### src/rtl/alu_pkg.sv
// Shared constants for the RISC-V ALU decoder: ALUControl codes,
// ALUOp classes from the main decoder, and the funct3 values it decodes.
package alu_pkg;

    // ALUControl operation codes seen by the ALU
    localparam logic [2:0] ALU_ADD = 3'b000;
    localparam logic [2:0] ALU_SUB = 3'b001;
    localparam logic [2:0] ALU_AND = 3'b010;
    localparam logic [2:0] ALU_OR  = 3'b011;
    localparam logic [2:0] ALU_XOR = 3'b100;
    localparam logic [2:0] ALU_SLT = 3'b101;
    localparam logic [2:0] ALU_SLL = 3'b110;
    localparam logic [2:0] ALU_SRL = 3'b111;

    // ALUOp classes produced by the main decoder
    localparam logic [1:0] ALUOP_ADD   = 2'b00;
    localparam logic [1:0] ALUOP_SUB   = 2'b01;
    localparam logic [1:0] ALUOP_FUNCT = 2'b10;
    localparam logic [1:0] ALUOP_RSVD  = 2'b11;

    // funct3 field values (instruction bits [14:12])
    localparam logic [2:0] F3_ADD = 3'b000;
    localparam logic [2:0] F3_SLL = 3'b001;
    localparam logic [2:0] F3_SLT = 3'b010;
    localparam logic [2:0] F3_XOR = 3'b100;
    localparam logic [2:0] F3_SR  = 3'b101;
    localparam logic [2:0] F3_OR  = 3'b110;
    localparam logic [2:0] F3_AND = 3'b111;

endpackage

### src/rtl/alu_decode_comb.sv
// Pure combinational ALU decode: ALUOp/funct3/funct7[5]/op[5] -> ALUControl
// plus an illegal-encoding flag. Build option ALU_DECODER_EXT_OPS_EN adds
// xor, sll and srl/sra decoding for R/I-type instructions.
module alu_decode_comb
    import alu_pkg::*;
(
    input  logic [1:0] alu_op,
    input  logic [2:0] funct3,
    input  logic       funct7_5,
    input  logic       op_5,
    output logic [2:0] alu_control,
    output logic       illegal
);

    // Decode the operation; every path defaults to add with no illegal flag
    always_comb begin
        alu_control = ALU_ADD;
        illegal     = 1'b0;
        case (alu_op)
            ALUOP_ADD: alu_control = ALU_ADD;
            ALUOP_SUB: alu_control = ALU_SUB;
            ALUOP_FUNCT: begin
                case (funct3)
                    // Only R-type sub sets both bits; addi with imm[10]=1 stays add
                    F3_ADD:  alu_control = (op_5 && funct7_5) ? ALU_SUB : ALU_ADD;
                    F3_SLT:  alu_control = ALU_SLT;
                    F3_OR:   alu_control = ALU_OR;
                    F3_AND:  alu_control = ALU_AND;
`ifdef ALU_DECODER_EXT_OPS_EN
                    F3_XOR:  alu_control = ALU_XOR;
                    F3_SLL:  alu_control = ALU_SLL;
                    // Shift direction only; arithmetic vs logical is resolved in the ALU
                    F3_SR:   alu_control = ALU_SRL;
`endif
                    default: begin
                        alu_control = ALU_ADD;
                        illegal     = 1'b1;
                    end
                endcase
            end
            default: begin
                alu_control = ALU_ADD;
                illegal     = 1'b1;
            end
        endcase
    end

endmodule

### src/rtl/alu_decoder.sv
// Second-level ALU decoder of the single-cycle RISC-V control unit.
// Combinational ALUControl/illegal outputs, a registered shadow copy and a
// saturating illegal-encoding counter. Build option ALU_DECODER_EXT_OPS_EN
// enables the xor/sll/srl decodes inside alu_decode_comb.
module alu_decoder
    import alu_pkg::*;
#(
    parameter int ERR_CNT_W = 8
) (
    input  logic                 clk,
    input  logic                 rst_n,
    input  logic [1:0]           ALUOp,
    input  logic [2:0]           funct3,
    input  logic [6:0]           funct7,
    input  logic [6:0]           op,
    output logic [2:0]           ALUControl,
    output logic [2:0]           ALUControl_q,
    output logic                 illegal,
    output logic                 illegal_q,
    output logic [ERR_CNT_W-1:0] err_cnt
);

    logic [2:0]           alu_control_d;
    logic                 illegal_d;
    logic [ERR_CNT_W-1:0] err_cnt_d;
    logic [ERR_CNT_W-1:0] err_cnt_q;
    logic                 unused_bits;

    // Only funct7[5] and op[5] carry meaning for the ALU decode
    assign unused_bits = ^{funct7[6], funct7[4:0], op[6], op[4:0]};

    alu_decode_comb u_decode (
        .alu_op      (ALUOp),
        .funct3      (funct3),
        .funct7_5    (funct7[5]),
        .op_5        (op[5]),
        .alu_control (ALUControl),
        .illegal     (illegal)
    );

    // Next-state: shadow copy of the decode and a counter that sticks at all-ones
    always_comb begin
        alu_control_d = ALUControl;
        illegal_d     = illegal;
        err_cnt_d     = err_cnt_q;
        if (illegal && (err_cnt_q != {ERR_CNT_W{1'b1}})) begin
            err_cnt_d = err_cnt_q + 1'b1;
        end
    end

    // Registered outputs, cleared immediately by reset
    always_ff @(posedge clk or negedge rst_n) begin
        if (!rst_n) begin
            ALUControl_q <= ALU_ADD;
            illegal_q    <= 1'b0;
            err_cnt_q    <= '0;
        end else begin
            ALUControl_q <= alu_control_d;
            illegal_q    <= illegal_d;
            err_cnt_q    <= err_cnt_d;
        end
    end

    assign err_cnt = err_cnt_q;

endmodule

### config.mk
export PLATFORM = sky130hd
export DESIGN_NAME = alu_decoder
export DESIGN_NICKNAME = d
export VERILOG_FILES = /design/src/rtl/alu_pkg.sv /design/src/rtl/alu_decode_comb.sv /design/src/rtl/alu_decoder.sv
export SDC_FILE = /design/constraint.sdc
export NUM_CORES = 1
export LEC_CHECK = 0
export ABC_CLOCK_PERIOD_IN_PS = 1800
export CELL_PAD_IN_SITES_DETAIL_PLACEMENT = 1
export CELL_PAD_IN_SITES_GLOBAL_PLACEMENT = 2
export CORE_MARGIN = 2
export CORE_UTILIZATION = 21
export DETAILED_ROUTE_END_ITERATION = 12
export GPL_TIMING_DRIVEN = 0
export HOLD_SLACK_MARGIN = 0.1
export PLACE_DENSITY = 0.84
export SETUP_SLACK_MARGIN = 0.15
export SLEW_MARGIN = 0
export SYNTH_ARGS = -nofsm -noshare
export SYNTH_HDL_FRONTEND = slang
export SYNTH_SLANG_ARGS = --single-unit
### constraint.sdc
create_clock -name clk -period 1.8 [get_ports clk]
set_input_delay 0.36 -clock clk [delete_from_list [all_inputs] [get_ports clk]]
set_output_delay 0.36 -clock clk [all_outputs]
set_load 0.05 [all_outputs]
==> results.json, run 1 <==
{
  "clkSinkCount": 12,
  "row_count": 20,
  "ys_types": 21,
  "rrSetupSlack_ps": 310,
  "grt_max_degree": 13,
  "drtAntennaViolNets": 0,
  "final_cell_mix": "dlygate4sd2_1 (11), dfrtp_1 (9), xor2_1 (4), buf_4 (4)",
  "grt_pass1_wl_mm": 2.78,
  "fin_crit_ps": 1610,
  "gr-total-overflow": 0,
  "globalplace.congestion": 0.706,
  "hold_viol": 0,
  "wl_mm": 1.67,
  "syn-num-nets": 82,
  "firstDrtPassIters": 1,
  "ys_seq_elements": 12,
  "dpl_cell_area_um2": 960,
  "cts_buffer_depth": 2,
  "peakVddDrop_mv": 0.316,
  "dp_hpwl_mm": 1.25,
  "yosys.area.top_type": "dfrtp_1",
  "design_area_um2": 1040,
  "synth_edf_count": 0,
  "synthFlopType": "dfrtp_1",
  "drv_slew": 0,
  "avgSynthCellArea_um2": 11.5,
  "tightest_slew_ps": 611,
  "vias": 557,
  "postSynthCellCount": 57,
  "layout-drive-gt1-share_pct": 44.9,
  "path_cells": "dlygate4sd2_1",
  "grt_pass1_vias": 613,
  "status": "finished, final reports clean",
  "finalCritPeriodShare_pct": 89.3,
  "io_pins": 37,
  "r2r_start": "err_cnt[0]",
  "clock.fmax_mhz": 622,
  "utilization_pct": 34.8,
  "antennaDiodeCount": 0,
  "nNetsFinal": 115,
  "seqCellArea_um2": 304,
  "cp-end-kind": "output pin",
  "worst_ep_arrival_time_ps": 1250,
  "netlist.area_leader.share_pct": 46.0,
  "path_clk_slew_ps": 90,
  "cts_root_buffer": "clkbuf_4",
  "hp-start": "funct3[2]",
  "crit_slowest_cell": "dlygate4sd2_1",
  "worstPathRequired_ps": 1440,
  "antenna_found_initial": 0,
  "yosysWarnings": 0,
  "setup_viol_count_final": 0,
  "p_leak_nw": 0.491,
  "synthesis.area_um2": 653,
  "path_buf_inv": 1,
  "cts_buffers": 3,
  "die_area_um2": 3570,
  "critPathTopFamily": "buffers and inverters",
  "multi_input_area_um2": 404,
  "layout.cells.most_common": "dlygate4sd2_1",
  "startpoint": "err_cnt[0]",
  "syn_to_final_growth_pct": 60.0,
  "rsz0062_at_grt": "yes",
  "initial_core_util_pct": 21.7,
  "h-tree-depth": 1,
  "wl_per_cell_um": 13.7,
  "crit_type": "flip-flop to output pin",
  "via_per_inst": 4.57,
  "ys_seq_area_share_pct": 46.0,
  "powerDensity_nw_per_um2": 1270,
  "dieWidth_um": 59.8,
  "n_fill_cell": 349,
  "synthTopCellsByArea": "dfrtp_1 (46%), ha_1 (7.7%), nor4b_2 (6.9%), xor2_1 (5.4%), inv_1 (4.0%)",
  "numPortBuffers": 24,
  "cts_hold_buf": 0,
  "critPathLaunchType": "flip-flop",
  "hp-class": "input pin to flip-flop",
  "relSlewSlack_pct": 59.1,
  "synthArstFlopShare_pct": 100,
  "path_max_fanout": 5,
  "drc_errors": 0,
  "skew_ps": 9.94,
  "drtIter0Drc": 0,
  "maxCapViolCount": 0,
  "chipHeight_um": 59.8,
  "core_area_um2": 3000,
  "cts_tree": "done",
  "track_usage_pct": 10.9,
  "worstSkewPairLatency_ps": 290,
  "cp_slowest_stage_delay_ps": 550
}
[report_power, final]
group / switching (mW) / internal [mW] / leakage, nW
Clock: 0.101 / 0.0862 / 0.0150
Sequential: 0.101 / 0.357 / 0.148
Combinational: 0.463 / 0.220 / 0.328
Total: 0.664 / 0.663 / 0.491
[final cells by class]
type | instances | area share (%)
multi-input combinational | 38 | 38.7
sequential | 12 | 29.1
timing repair buffer | 28 | 23.0
tap | 33 | 3.95
inverter | 7 | 2.75
clock buffer | 4 | 2.51
[kinds of logic (layout without fill, tap and decap cells)]
group / count (synthesis) / after routing / share of synthesized area [%]
adders and majority gates: 4 / 4 / 7.66
DFF: 12 / 12 / 46.0
buffers and inverters: 7 / 39 / 4.02
muxes: 3 / 3 / 5.75
and+or+nand+nor: 20 / 20 / 22.2
xor gates and xnor gates: 4 / 4 / 5.36
AOI/OAI and AO/OA: 7 / 7 / 9.00
[registers in the layout, summed over array words and instances, names as in the netlist]
| register | cells |
|---|---|
| ALUControl_q | 3 |
| err_cnt | 8 |
| illegal_q | 1 |
[per-layer routing]
| layer | part of all wire [%] | vias up | global-route usage (%) | routed length (um) |
|---|---|---|---|---|
| li1 | - | 264 | - | - |
| met1 | 37 | 269 | 11.4 | 619 |
| met2 | 53 | 21 | 19.6 | 884 |
| met3 | 7.7 | 3 | 3.03 | 129 |
| met4 | 2.2 | 0 | 5.71 | 36 |
| met5 | 0 | - | 0 | 0 |
[cell usage after synthesis, types with 2 or more instances]
cell type,number
nand4_1,2
xor2_1,4
o21ai_0,3
nand3_1,2
nor3b_1,2
nand2_1,4
mux2_1,2
dfrtp_1,12
nor2_1,3
ha_1,4
inv_1,7
nor4b_2,3
[stage by stage]
stage	power, mW	hold slack [ps]	TNS (ps)	std cells	worst slack [ps]
after CTS	1.33	440	0	121	141
after floorplan	0.936	64.4	0	57	144
after global placement	1.17	500	-5240	114	-945
final	1.33	337	0	122	192
after detailed placement	1.19	520	-5790	114	-975
after global routing	1.42	339	0	122	149
[final timing paths]
kind                                   endpoint  cells past startpoint
worst max-delay path                 err_cnt[0]                      1
worst min-delay path            ALUControl_q[1]                      3
worst max register to register       err_cnt[1]                      5
worst min register to register       err_cnt[0]                      1
max in group asynchronous            err_cnt[0]                      1
min in group asynchronous            err_cnt[2]                      1
[what timing repair did]
| item | 4_1_cts | 5_1_grt |
|---|---|---|
| setup endpoints to repair | 22 | 7 |
| gates cloned | 0 | 0 |
| buffers inserted | 3 | 1 |
| gates resized for setup | 60 | 18 |
| pin swaps | 8 | 7 |
Note: power is estimated with default switching activity, not from simulation.
==> inputs of run 2 (changes only) <==
--- a/config.mk
+++ b/config.mk
@@ -6,14 +6,12 @@
 export NUM_CORES = 1
 export LEC_CHECK = 0
 export ABC_CLOCK_PERIOD_IN_PS = 1800
-export CELL_PAD_IN_SITES_DETAIL_PLACEMENT = 1
-export CELL_PAD_IN_SITES_GLOBAL_PLACEMENT = 2
-export CORE_MARGIN = 2
-export CORE_UTILIZATION = 21
+export CORE_MARGIN = 1
+export CORE_UTILIZATION = 37
 export DETAILED_ROUTE_END_ITERATION = 12
 export GPL_TIMING_DRIVEN = 0
 export HOLD_SLACK_MARGIN = 0.1
-export PLACE_DENSITY = 0.84
+export PLACE_DENSITY_LB_ADDON = 0.12
 export SETUP_SLACK_MARGIN = 0.15
 export SLEW_MARGIN = 0
 export SYNTH_ARGS = -nofsm -noshare
==> run 2 against run 1 <==
The flow now finishes with violations (DRC). Combinational power about the same. Hold slack improved by 96 ps. Routed wire length decreased by 13%. Flip-flop and latch count unchanged. Cell count decreased by 12%. First-iteration DRC count increased by 3. Critical path type is now input pin to output pin. Power increased by 1.7%. Global-route usage increased by 6.2 points. Count of clock-buffer cells in the layout unchanged. Sequential power about the same. Utilization increased by 32 points. Non-clock buffer count increased by 2. Largest cell class unchanged.
==> results.json, run 2 (synthesis gave the netlist of run 1 again) <==
{
  "vias": 556,
  "powerDensity_nw_per_um2": 1290,
  "dp_hpwl_um": 952,
  "worstSkewPairLatency_ps": 270,
  "fin_crit_ps": 1620,
  "multi_input_area_um2": 402,
  "critPathLaunchType": "input pin",
  "nNetsFinal": 117,
  "r2r_start": "err_cnt[0]",
  "drc_errors": 2,
  "dpl.cell_count": 97,
  "startpoint": "funct3[1]",
  "grt_pass1_vias": 518,
  "r2r_cells": 5,
  "clock.fmax_mhz": 619,
  "gr-total-overflow": 0,
  "crit_type": "input pin to output pin",
  "wl_mm": 1.45,
  "cp_slowest_stage_delay_ps": 280,
  "globalplace.congestion": 0.720,
  "h-tree-depth": 1,
  "status": "finished, violations left",
  "worst_ep_arrival_time_ps": 1260,
  "seqCellArea_um2": 304,
  "n_fill_cell": 121,
  "final_cell_count_no_fill": 107,
  "wl_per_cell_um": 13.6,
  "cts_tree": "done",
  "tightest_slew_ps": 537,
  "utilization_pct": 66.6,
  "relSlewSlack_pct": 64.1,
  "final_cell_mix": "dlygate4sd2_1 (14), dfrtp_1 (9), buf_4 (7)",
  "row_count": 14,
  "cts_root_buffer": "clkbuf_4",
  "reg2reg_to": "err_cnt[1]",
  "violations": "DRC",
  "hp-class": "input pin to async pin",
  "cp-end-kind": "output pin",
  "dieWidth_um": 44.0,
  "hold_viol": 0,
  "largest_reg_flops": 8,
  "crit_slowest_cell": "dlygate4sd2_1",
  "finalCritPeriodShare_pct": 89.8,
  "peakVddDrop_mv": 1.22,
  "drtAntennaViolNets": 0,
  "rrSetupSlack_ps": 280,
  "maxCapViolCount": 0,
  "syn_to_final_growth_pct": 60.7,
  "layout-drive-gt1-share_pct": 45.1,
  "cts_buffer_depth": 2,
  "path_clk_slew_ps": 80,
  "antenna_found_initial": 0,
  "cts_buffers": 3,
  "grt_pass1_wl_mm": 2.35,
  "chipHeight_um": 44.0,
  "grt_max_degree": 13,
  "drtIter0Drc": 3,
  "skew_ps": 8.06,
  "firstDrtPassIters": 8,
  "rsz0062_at_grt": "yes",
  "track_usage_pct": 17.1,
  "p_leak_nw": 0.500,
  "die_area_um2": 1940,
  "drv_slew": 0,
  "worstPathRequired_ps": 1440,
  "layout.cells.most_common": "dlygate4sd2_1",
  "path_max_fanout": 3,
  "via_per_inst": 5.20,
  "setup_viol_count_final": 0,
  "core_area_um2": 1580,
  "io_pins": 37,
  "clkSinkCount": 12,
  "cp-endpoint": "ALUControl[0]",
  "numPortBuffers": 24,
  "path_cells": "dlygate4sd2_1, a31oi_4, nor3b_4, o21a_1, buf_6",
  "fin_setup_tns_ps": 0,
  "initial_core_util_pct": 41.4,
  "antennaDiodeCount": 0
}
run 2: how the worst min path moves through the flow:
stage / depth (start not counted) / slack [ps] / to / from
global placement: 1 / 500 / err_cnt[6] / err_cnt[6]
floorplan: 0 / 60 / ALUControl_q[0] / rst_n
CTS: 1 / 460 / err_cnt[6] / rst_n
finish: 1 / 430 / err_cnt[6] / rst_n
global route: 4 / 440 / ALUControl_q[1] / funct3[2]
detailed placement: 1 / 510 / err_cnt[0] / err_cnt[0]
run 2: per-stage QoR:
stage | hold slack (ps) | setup slack (ps) | power, mW | area [um^2]
after floorplan | 64.4 | 144 | 0.936 | 678
after global placement | 497 | -923 | 1.16 | 938
after detailed placement | 507 | -943 | 1.17 | 938
after CTS | 457 | 153 | 1.34 | 1010
after global routing | 438 | 145 | 1.43 | 1050
final | 432 | 184 | 1.35 | 1050
run 2: final cells by class:
| type | count | share of cell area (%) |
|---|---|---|
| tap | 16 | 1.91 |
| clock buffer | 4 | 3.46 |
| sequential | 12 | 29.0 |
| timing repair buffer | 30 | 24.7 |
| multi-input combinational | 38 | 38.3 |
| inverter | 7 | 2.74 |
run 2: what timing repair did:
action                     4_1_cts  5_1_grt
setup buffers                    5        1
setup endpoints to repair       23        5
hold buffers                     0        0
pin swaps                        5        7
resized for setup               60       14
run 2: power breakdown:
group | switching (mW) | internal, mW
Sequential | 0.0978 | 0.357
Clock | 0.0886 | 0.123
Combinational | 0.457 | 0.227
Total | 0.643 | 0.706
run 2: metal layers:
layer	wire [um]	GRT usage (%)
met4	7	3.64
met3	80	7.35
met2	788	26.8
met1	577	22.0
met5	0	0
run 2: worst max-delay path: cells and delay by family:
kind	cells	cell delay, ps
buf+inv	2	440
compound gates	2	390
simple gates	1	60
==> inputs of run 3 (changes only) <==
--- a/config.mk
+++ b/config.mk
@@ -7,7 +7,7 @@
 export LEC_CHECK = 0
 export ABC_CLOCK_PERIOD_IN_PS = 1800
 export CORE_MARGIN = 1
-export CORE_UTILIZATION = 37
+export CORE_UTILIZATION = 35
 export DETAILED_ROUTE_END_ITERATION = 12
 export GPL_TIMING_DRIVEN = 0
 export HOLD_SLACK_MARGIN = 0.1
@@ -16,4 +16,5 @@
 export SLEW_MARGIN = 0
 export SYNTH_ARGS = -nofsm -noshare
 export SYNTH_HDL_FRONTEND = slang
+export SYNTH_HIERARCHICAL = 1
 export SYNTH_SLANG_ARGS = --single-unit
==> run 3 against run 2 <==
The run still ends with DRC left. Critical path type unchanged. First-iteration DRC count rose to 6.3 times the previous value. Largest power group unchanged. Maximum frequency up 0.20%. Sequential share of layout area up 2.9 points. Highest routed layer unchanged. Via count down 5.0%. Combinational power down 2%. Sequential power up 0.9%. Clock skew down 0.89 ps. Global-route usage down 1.7 points.
==> results.json, run 3 <==
{
  "dp_hpwl_um": 948,
  "drtIter0Drc": 19,
  "avgSynthCellArea_um2": 10.9,
  "synthArstFlopShare_pct": 100,
  "cts_buffer_depth": 2,
  "initial_core_util_pct": 38.9,
  "row_count": 14,
  "via_per_inst": 5.13,
  "layout-drive-gt1-share_pct": 32.2,
  "cts_buffers": 3,
  "wl_mm": 1.26,
  "io_pins": 37,
  "ys_seq_area_share_pct": 49.0,
  "drc_errors": 1,
  "critPathLaunchType": "input pin",
  "worstPathRequired_ps": 1440,
  "path_max_fanout": 5,
  "top_layer": "met4",
  "worst_ep_arrival_time_ps": 1250,
  "rsz0062_at_grt": "no",
  "dpl_cell_area_um2": 893,
  "antennaDiodeCount": 0,
  "gr-total-overflow": 0,
  "muxShareOfSynthArea_pct": 3.67,
  "fin_setup_tns_ps": 0,
  "met1Wirelength_um": 576,
  "synth_xor_area_share_pct": 5.71,
  "grt_pass1_vias": 478,
  "synth_edf_count": 0,
  "powerDensity_nw_per_um2": 1370,
  "yosysWarnings": 6,
  "nNetsFinal": 113,
  "rrSetupSlack_ps": 350,
  "vias": 528,
  "status": "finished, violations left",
  "syn_to_final_growth_pct": 55.1,
  "die_area_um2": 1920,
  "routed-wl-met2_um": 544,
  "synthTopCellsByArea": "dfrtp_1 (49%), ha_1 (8.2%), xnor2_1 (5.7%), nand2_1 (3.1%), or2_1 (3.1%)",
  "crit_type": "input pin to output pin",
  "cts_tree": "done",
  "crit_slowest_cell": "dlygate4sd2_1",
  "core_area_um2": 1580,
  "synth_top_family_by_area": "simple AND/OR/NAND/NOR gates",
  "wl_per_cell_um": 12.2,
  "path_cells": "dlygate4sd2_1, or2_1, a31o_4, buf_8",
  "hold_viol": 0,
  "peakVddDrop_mv": 0.850,
  "dieWidth_um": 43.9,
  "r2r_cells": 4,
  "synthesis.area_um2": 613,
  "netlist.area_leader.share_pct": 49.0,
  "antenna_found_initial": 0,
  "setup_viol_count_final": 0,
  "cts_root_buffer": "clkbuf_4",
  "drv_slew": 0,
  "path_clk_slew_ps": 70,
  "fin_crit_ps": 1610,
  "clock.fmax_mhz": 620,
  "r2r_start": "err_cnt[0]",
  "final_cell_count_no_fill": 103,
  "ys_seq_elements": 12,
  "utilization_pct": 60.3,
  "met3_wirelength_um": 94,
  "ys_top_cells_by_count": "dfrtp_1 (12), nand2_1 (5), ha_1 (4), xnor2_1 (4)",
  "final_cell_mix": "dlygate4sd2_1 (12), dfrtp_1 (10), nand2_1 (5)",
  "finalCritPeriodShare_pct": 89.6,
  "cp_slowest_stage_delay_ps": 250,
  "postSynthCellCount": 56,
  "drtAntennaViolNets": 0,
  "synthFlopType": "dfrtp_1",
  "worstSkewPairLatency_ps": 280,
  "syn-num-nets": 81,
  "globalplace.congestion": 0.802,
  "largest_reg_flops": 8,
  "cp-end-kind": "output pin",
  "relSlewSlack_pct": 65.3,
  "chipHeight_um": 43.9,
  "synth_most_common_cell": "dfrtp_1",
  "synth_compound_area_share_pct": 10.8,
  "clkSinkCount": 12,
  "h-tree-depth": 1,
  "yosys.area_share.simple_pct": 20.8,
  "design_area_um2": 951,
  "track_usage_pct": 15.3,
  "skew_ps": 7.17,
  "grt_max_degree": 13,
  "numPortBuffers": 24,
  "hold_ws_ps": 417,
  "tightest_slew_ps": 519,
  "firstDrtPassIters": 8,
  "dpl.cell_count": 96,
  "violations": "DRC",
  "grt_pass1_wl_mm": 2.03,
  "layout.cells.most_common": "dlygate4sd2_1",
  "p_leak_nw": 0.429,
  "ys_types": 26,
  "hp-class": "input pin to async pin",
  "reg2reg_to": "err_cnt[1]",
  "synth_fa_ha_area_share_pct": 8.16,
  "yosys.area.top_type": "dfrtp_1",
  "maxCapViolCount": 0
}
==> run 3: cell types whose count changed in the layout (fill, tap and decap cells not counted), moves of 3 or more <==
cell / before / now
or2_1: 0 / 3
xnor2_1: 0 / 4
xor2_1: 4 / 0
buf_4: 7 / 4
nor4b_2: 3 / 0
==> run 3: worst max path at each step <==
stage	end	depth (start not counted)	from	slack, ps
3_3_place_gp	illegal	6	ALUOp[0]	-850
6_report	illegal	4	funct3[0]	190
4_1_cts	illegal	4	funct3[2]	140
2_1_floorplan	ALUControl[1]	4	ALUOp[0]	40
3_5_place_dp	illegal	6	ALUOp[0]	-860
5_1_grt	err_cnt[2]	1	err_cnt[2]	160
==> run 3: routing by layer <==
metal  global-route usage (%)  up-vias
met5                        0        -
met4                     10.9        0
met3                     7.08        5
met2                     20.0       16
met1                     19.8      244
li1                         -      263
==> run 3: worst max-delay path, delay by kind of cell <==
kind	cells	cell delay (ps)
AOI/OAI and AO/OA	1	250
buffers and inverters	2	400
and+or+nand+nor	1	240
==> run 3: cell families after synthesis <==
logic type                 after synthesis
buffers and inverters                    3
xor gates and xnor gates                 4
muxes                                    2
adders and majority gates                4
and+or+nand+nor                         22
AOI/OAI and AO/OA                        9
DFF                                     12
==> run 3: metrics by stage <==
stage	power [mW]	setup slack, ps
floorplan	0.937	44.6
global placement	1.17	-846
detailed placement	1.18	-857
CTS	1.30	137
global route	1.38	158
finish	1.30	188
==> run 3: repair_timing <==
item	CTS	global route
endpoints found under the setup margin	21	8
endpoints found under the hold margin	0	0
gates resized for setup	56	15
pin swaps	2	3
buffers inserted	0	3
hold buffers	0	0
==> run 3: area by class of cell <==
cell class | instances | area, um^2
fillers | 151 | 626
well taps | 16 | 20.0
repair buffers | 27 | 241
inverters | 3 | 13.8
flip-flops and latches | 12 | 303
clock buffers | 4 | 26.3
multi-input cells | 41 | 347
==> run 3: where the power goes <==
group          total (mW)  switching [mW]  internal [mW]  leakage, nW
logic               0.669           0.451          0.218        0.269
clock network       0.175          0.0886         0.0861       0.0150
registers           0.459           0.102          0.357        0.144
total                1.30           0.642          0.661        0.429
